<file path="src/rtl/debounce_pkg.sv">
// Shared types and helpers for the multi-channel push-button debouncer.
package debounce_pkg;

    typedef enum logic [1:0] {
        IDLE = 2'd0,  // stable low
        RISE = 2'd1,  // qualifying high
        HOLD = 2'd2,  // stable high
        FALL = 2'd3   // qualifying low
    } state_e;

    // Counter width able to hold 0..n-1, never narrower than one bit.
    function automatic int unsigned cnt_width(input int unsigned n);
        return (n <= 2) ? 1 : $clog2(n);
    endfunction

endpackage

</file>
<file path="src/rtl/debounce_channel.sv">
// One debounce channel: input synchroniser, four-state qualification FSM,
// registered level and press/release pulses.
// Optional long-press detector enabled by defining LONG_PRESS_EN.
module debounce_channel
    import debounce_pkg::*;
#(
    parameter int unsigned DELAY_CYCLES      = 2000000,
    parameter int unsigned SYNC_STAGES       = 2,
    parameter int unsigned LONG_PRESS_CYCLES = 100000000
) (
    input  logic clk_i,
    input  logic rst_ni,
    input  logic btn_i,
    output logic level_o,
    output logic press_o,
    output logic release_o,
    output logic long_press_o
);

    if (DELAY_CYCLES < 2) begin : g_bad_delay
        $fatal(1, "debounce_channel: DELAY_CYCLES must be >= 2");
    end
    if (SYNC_STAGES < 2) begin : g_bad_sync
        $fatal(1, "debounce_channel: SYNC_STAGES must be >= 2");
    end
    if (LONG_PRESS_CYCLES < 2) begin : g_bad_long
        $fatal(1, "debounce_channel: LONG_PRESS_CYCLES must be >= 2");
    end

    localparam int unsigned    CW      = cnt_width(DELAY_CYCLES);
    localparam logic [CW-1:0]  CNT_MAX = CW'(DELAY_CYCLES - 1);

    logic [SYNC_STAGES-1:0] sync_q;
    logic                   s;
    state_e                 state_q, state_d;
    logic [CW-1:0]          cnt_q, cnt_d;
    logic                   level_q, level_d;
    logic                   press_q, press_d;
    logic                   release_q, release_d;

    // Input synchroniser shift register; FSM sees only the last stage.
    always_ff @(posedge clk_i or negedge rst_ni) begin
        if (!rst_ni) sync_q <= '0;
        else         sync_q <= {sync_q[SYNC_STAGES-2:0], btn_i};
    end

    assign s = sync_q[SYNC_STAGES-1];

    // State and stable-time counter registers.
    always_ff @(posedge clk_i or negedge rst_ni) begin
        if (!rst_ni) begin
            state_q <= IDLE;
            cnt_q   <= '0;
        end else begin
            state_q <= state_d;
            cnt_q   <= cnt_d;
        end
    end

    // Next-state and counter logic; a qualifying state aborts on any opposite sample.
    always_comb begin
        state_d = state_q;
        cnt_d   = cnt_q;
        case (state_q)
            IDLE: begin
                if (s) begin
                    state_d = RISE;
                    cnt_d   = '0;
                end
            end
            RISE: begin
                if (!s)                  state_d = IDLE;
                else if (cnt_q == CNT_MAX) state_d = HOLD;
                else                     cnt_d   = cnt_q + CW'(1);
            end
            HOLD: begin
                if (!s) begin
                    state_d = FALL;
                    cnt_d   = '0;
                end
            end
            FALL: begin
                if (s)                   state_d = HOLD;
                else if (cnt_q == CNT_MAX) state_d = IDLE;
                else                     cnt_d   = cnt_q + CW'(1);
            end
            default: state_d = IDLE;
        endcase
    end

    // Output decode: level and pulses change only on qualified transitions.
    always_comb begin
        level_d   = level_q;
        press_d   = 1'b0;
        release_d = 1'b0;
        if (state_q == RISE && state_d == HOLD) begin
            level_d = 1'b1;
            press_d = 1'b1;
        end
        if (state_q == FALL && state_d == IDLE) begin
            level_d   = 1'b0;
            release_d = 1'b1;
        end
    end

    // Registered outputs, so nothing from btn_i reaches a port combinationally.
    always_ff @(posedge clk_i or negedge rst_ni) begin
        if (!rst_ni) begin
            level_q   <= 1'b0;
            press_q   <= 1'b0;
            release_q <= 1'b0;
        end else begin
            level_q   <= level_d;
            press_q   <= press_d;
            release_q <= release_d;
        end
    end

    assign level_o   = level_q;
    assign press_o   = press_q;
    assign release_o = release_q;

`ifdef LONG_PRESS_EN
    localparam int unsigned   LW     = cnt_width(LONG_PRESS_CYCLES);
    localparam logic [LW-1:0] LP_MAX = LW'(LONG_PRESS_CYCLES - 1);
    localparam logic [LW-1:0] LP_PRE = LW'(LONG_PRESS_CYCLES - 2);

    logic [LW-1:0] hold_cnt_q, hold_cnt_d;
    logic          long_q, long_d;

    // Hold counter: cleared only on a fresh press, so glitches keep progress
    // and saturation blocks a second pulse until the next qualified press.
    always_comb begin
        hold_cnt_d = hold_cnt_q;
        long_d     = 1'b0;
        if (state_q == RISE && state_d == HOLD) begin
            hold_cnt_d = '0;
        end else if ((state_q == HOLD || state_q == FALL) && hold_cnt_q != LP_MAX) begin
            hold_cnt_d = hold_cnt_q + LW'(1);
            long_d     = (hold_cnt_q == LP_PRE);
        end
    end

    // Hold counter and long-press pulse registers.
    always_ff @(posedge clk_i or negedge rst_ni) begin
        if (!rst_ni) begin
            hold_cnt_q <= '0;
            long_q     <= 1'b0;
        end else begin
            hold_cnt_q <= hold_cnt_d;
            long_q     <= long_d;
        end
    end

    assign long_press_o = long_q;
`else
    assign long_press_o = 1'b0;
`endif

endmodule

</file>
<file path="src/rtl/multi_channel_debouncer.sv">
// N-channel push-button conditioner: NUM_CH independent debounce channels.
// Optional long-press pulse output enabled by defining LONG_PRESS_EN.
module multi_channel_debouncer
    import debounce_pkg::*;
#(
    parameter int unsigned NUM_CH            = 4,
    parameter int unsigned DELAY_CYCLES      = 2000000,
    parameter int unsigned SYNC_STAGES       = 2,
    parameter int unsigned LONG_PRESS_CYCLES = 100000000
) (
    input  logic              clk_i,
    input  logic              rst_ni,
    input  logic [NUM_CH-1:0] btn_i,
    output logic [NUM_CH-1:0] level_o,
    output logic [NUM_CH-1:0] press_o,
    output logic [NUM_CH-1:0] release_o,
    output logic [NUM_CH-1:0] long_press_o
);

    if (NUM_CH < 1) begin : g_bad_num_ch
        $fatal(1, "multi_channel_debouncer: NUM_CH must be >= 1");
    end

    for (genvar i = 0; i < NUM_CH; i++) begin : g_ch
        debounce_channel #(
            .DELAY_CYCLES      (DELAY_CYCLES),
            .SYNC_STAGES       (SYNC_STAGES),
            .LONG_PRESS_CYCLES (LONG_PRESS_CYCLES)
        ) u_ch (
            .clk_i        (clk_i),
            .rst_ni       (rst_ni),
            .btn_i        (btn_i[i]),
            .level_o      (level_o[i]),
            .press_o      (press_o[i]),
            .release_o    (release_o[i]),
            .long_press_o (long_press_o[i])
        );
    end

endmodule

</file>
<file path="config.mk">
export PLATFORM = sky130hd
export DESIGN_NAME = multi_channel_debouncer
export DESIGN_NICKNAME = d
export VERILOG_FILES = /design/src/rtl/debounce_pkg.sv /design/src/rtl/debounce_channel.sv /design/src/rtl/multi_channel_debouncer.sv
export SDC_FILE = /design/constraint.sdc
export NUM_CORES = 1
export LEC_CHECK = 0
export ABC_CLOCK_PERIOD_IN_PS = 3200
export CAP_MARGIN = 20
export CORE_ASPECT_RATIO = 1.5
export CORE_MARGIN = 2
export CORE_UTILIZATION = 55
export CTS_BUF_LIST = sky130_fd_sc_hd__clkbuf_16
export DETAILED_ROUTE_END_ITERATION = 10
export PLACE_DENSITY_LB_ADDON = 0.25
export REMOVE_ABC_BUFFERS = 1
export SETUP_SLACK_MARGIN = 0.4
export SYNTH_ARGS = -nofsm -noshare
export SYNTH_HDL_FRONTEND = slang
export SYNTH_HIERARCHICAL = 1
export SYNTH_SLANG_ARGS = --single-unit
</file>
<file path="constraint.sdc">
create_clock -name clk_i -period 3.2 [get_ports clk_i]
set_clock_uncertainty 0.2 [all_clocks]
set_input_delay 0.32 -clock clk_i [delete_from_list [all_inputs] [get_ports clk_i]]
set_output_delay 0.32 -clock clk_i [all_outputs]
set_load 0.02 [all_outputs]
</file>
==> reports/qor.csv <==
metric;value;unit
grt_pass1_vias;4881;
cts-root-buf;clkbuf_16;
power_density;403;nW/um2
io_buffers;17;
grt-ovfl-total;0;
tightest_slew;1110;ps
cts_tree;built;
via_count;5075;
fmax;387;MHz
yosysUniqueCellTypes;64;
critPathLaunchType;flop;
synth_area;6340;um2
cp-end-kind;flop;
min_path_type;flop to flop;
grt_max_degree;53;
ys_warn_count;6;
power_leakage;2.65;nW
synthArstFlopShare;1.00;
ant_nets;0;
synth_edf_count;0;
min_period;2580;ps
rsz0062_at_grt;no;
start_util;0.559;
hp-start;g_ch[0].u_ch/sync_q[0];
run_status;finished clean;
drv_slew;0;
setup_violations;0;
place_inst;782;
htreeDepth;3;
synth_common_cells;dfrtp_1, nand2_1, o21ai_0, nand3_1, nor2_1;
area_delta_synth_final;5.54;%
clock_latency;350;ps
ys_seq_area_frac;0.442;
die_h;136;um
drtIter0Drc;336;
synth_top_area_frac;0.442;
die_area;12400;um2
reg2reg_slack;620;ps
fin_cells;799;
vias_per_cell;6.35;
clockBufferDepth;2;
place_congestion;0.903;
p_total;2.70;mW
period_share;0.808;
synthCells;648;
cp_data_arrival_time;2670;ps
yosysMostFrequentCell;dfrtp_1;
top_level_ports;22;
rr_worst_depth;4;
cts.sinks;112;
synthFlopType;dfrtp_1;
peakVddDrop;0.239;mV
hold_violations;0;
crit_fanout;13;
yosysTopAreaCell;dfrtp_1;
place_hpwl;9.36;mm
path_class;flop to flop;
grt_antenna_before_repair;0;
drive_gt1_frac;0.0940;
cts.clk_slew.worst_paths;70;ps
wl_per_cell;16.9;um
drc;0;
track_usage;0.231;
slew_headroom;0.252;
cts_buffers;9;
dr.pass1.iters;5;
die_width;91.7;um
design.core.area;11400;um2
required;3290;ps
row_count;48;
syn_avg_cell_area;9.79;um2
reg2reg_to;g_ch[1].u_ch/cnt_q[6];
r2r_start;g_ch[1].u_ch/sync_q[1];
finalNetCount;654;
wirelength;13.5;mm
cts_resized;0;
grt_first_pass_wirelength;23.5;mm
synth-seq-cells;112;
drv_cap;0;
n_antenna_cell;0;
fin_setup_tns;0;ps
hold-path-endpoint;g_ch[0].u_ch/sync_q[1];
synth_area_leaders;dfrtp_1, o21ai_0, nand2_1, nand3_1, o31ai_1;
hold-path-cell-count;0;
## sequential cells by signal, summed over array words and instances, names as in the netlist
register	count
g_ch.u_ch/cnt_q	84
g_ch.u_ch/press_o	4
g_ch.u_ch/release_o	4
g_ch.u_ch/state_q	8
g_ch.u_ch/level_o	4
g_ch.u_ch/sync_q	8
## worst max-delay path, cell delays in order (launching register included)
cell	delay, ps
dfrtp_1	480
xnor2_1	920
nor2_1	310
or4_1	540
nand2_1	80
## per-stage QoR
step / util / hold WS, ps / instance area, um2 / setup slack, ps
after floorplan: - / -176 / 6020 / 1100
after global placement: 0.565 / 140 / 6410 / 758
after detailed placement: 0.565 / 158 / 6410 / 709
after CTS: 0.590 / 174 / 6700 / 692
after global routing: 0.590 / 181 / 6700 / 531
final: 0.590 / 168 / 6700 / 616
## layer usage
layer	track usage	vias to the layer above	routed length, um	part of all wire
li1	-	2412	-	-
met1	0.286	2472	5650	0.42
met2	0.400	163	6860	0.51
met3	0.0434	28	662	0.049
met4	0.0862	0	309	0.023
met5	0	-	0	0
## cells in the final DEF, fill, tap and decap left out, types with 5 or more instances in the layout
| master | instances |
|---|---|
| a21oi_1 | 21 |
| a31oi_1 | 12 |
| and3_1 | 8 |
| and4_1 | 5 |
| clkbuf_16 | 9 |
| clkdlybuf4s50_1 | 16 |
| dfrtp_1 | 112 |
| inv_1 | 21 |
| nand2_1 | 63 |
| nand3_1 | 43 |
| nand4_1 | 10 |
| nor2_1 | 43 |
| nor3_1 | 15 |
| nor4_1 | 15 |
| nor4b_1 | 9 |
| o211ai_1 | 8 |
| o21ai_0 | 48 |
| o311ai_0 | 16 |
| o31a_1 | 6 |
| o31ai_1 | 22 |
| o41ai_1 | 8 |
| or3_1 | 11 |
| or4_1 | 11 |
| xnor2_1 | 18 |
## where the power goes
part	internal [mW]	switching [mW]	total, mW	leakage [nW]
logic	0.0500	0.107	0.157	0.989
registers	1.44	0.0441	1.49	1.53
clock network	0.530	0.525	1.06	0.135
total	2.02	0.676	2.70	2.65
## worst max path at each step
stage | cells after the start | end | start
2_1_floorplan | 4 | g_ch[3].u_ch/cnt_q[16] | g_ch[3].u_ch/sync_q[1]
3_3_place_gp | 4 | g_ch[1].u_ch/cnt_q[6] | g_ch[1].u_ch/sync_q[1]
3_5_place_dp | 4 | g_ch[1].u_ch/cnt_q[6] | g_ch[1].u_ch/sync_q[1]
4_1_cts | 4 | g_ch[1].u_ch/cnt_q[6] | g_ch[1].u_ch/state_q[1]
5_1_grt | 4 | g_ch[0].u_ch/cnt_q[6] | g_ch[0].u_ch/sync_q[1]
6_report | 4 | g_ch[1].u_ch/cnt_q[6] | g_ch[1].u_ch/sync_q[1]
## cell families (layout without fill, tap and decap cells)
kind of cell	after synthesis	after routing	synth area share
multiplexers	6	6	0.0103
AO/OA/AOI/OAI	155	155	0.166
flip-flops	112	112	0.442
XOR/XNOR	22	22	0.0393
other	4	4	0.00237
AND/OR/NAND/NOR	281	281	0.265
adder cells (fa/ha/maj)	4	4	0.00789
buffers and inverters	64	65	0.0677
## layout make-up
type                            instances  area (um2)
Inverter                               27         101
Fill cell                             946        4660
Tap cell                              150         188
Timing Repair Buffer                   22         220
Sequential cell                       112        2800
Clock inverter                          7        46.3
Clock buffer                            9         225
Multi-Input combinational cell        472        3110
## what timing repair did
item	CTS	global route
buffers inserted	0	0
setup endpoints to repair	0	0
endpoints found under the hold margin	50	0
hold buffers	1	0
Power figures use the tool's default switching activity.
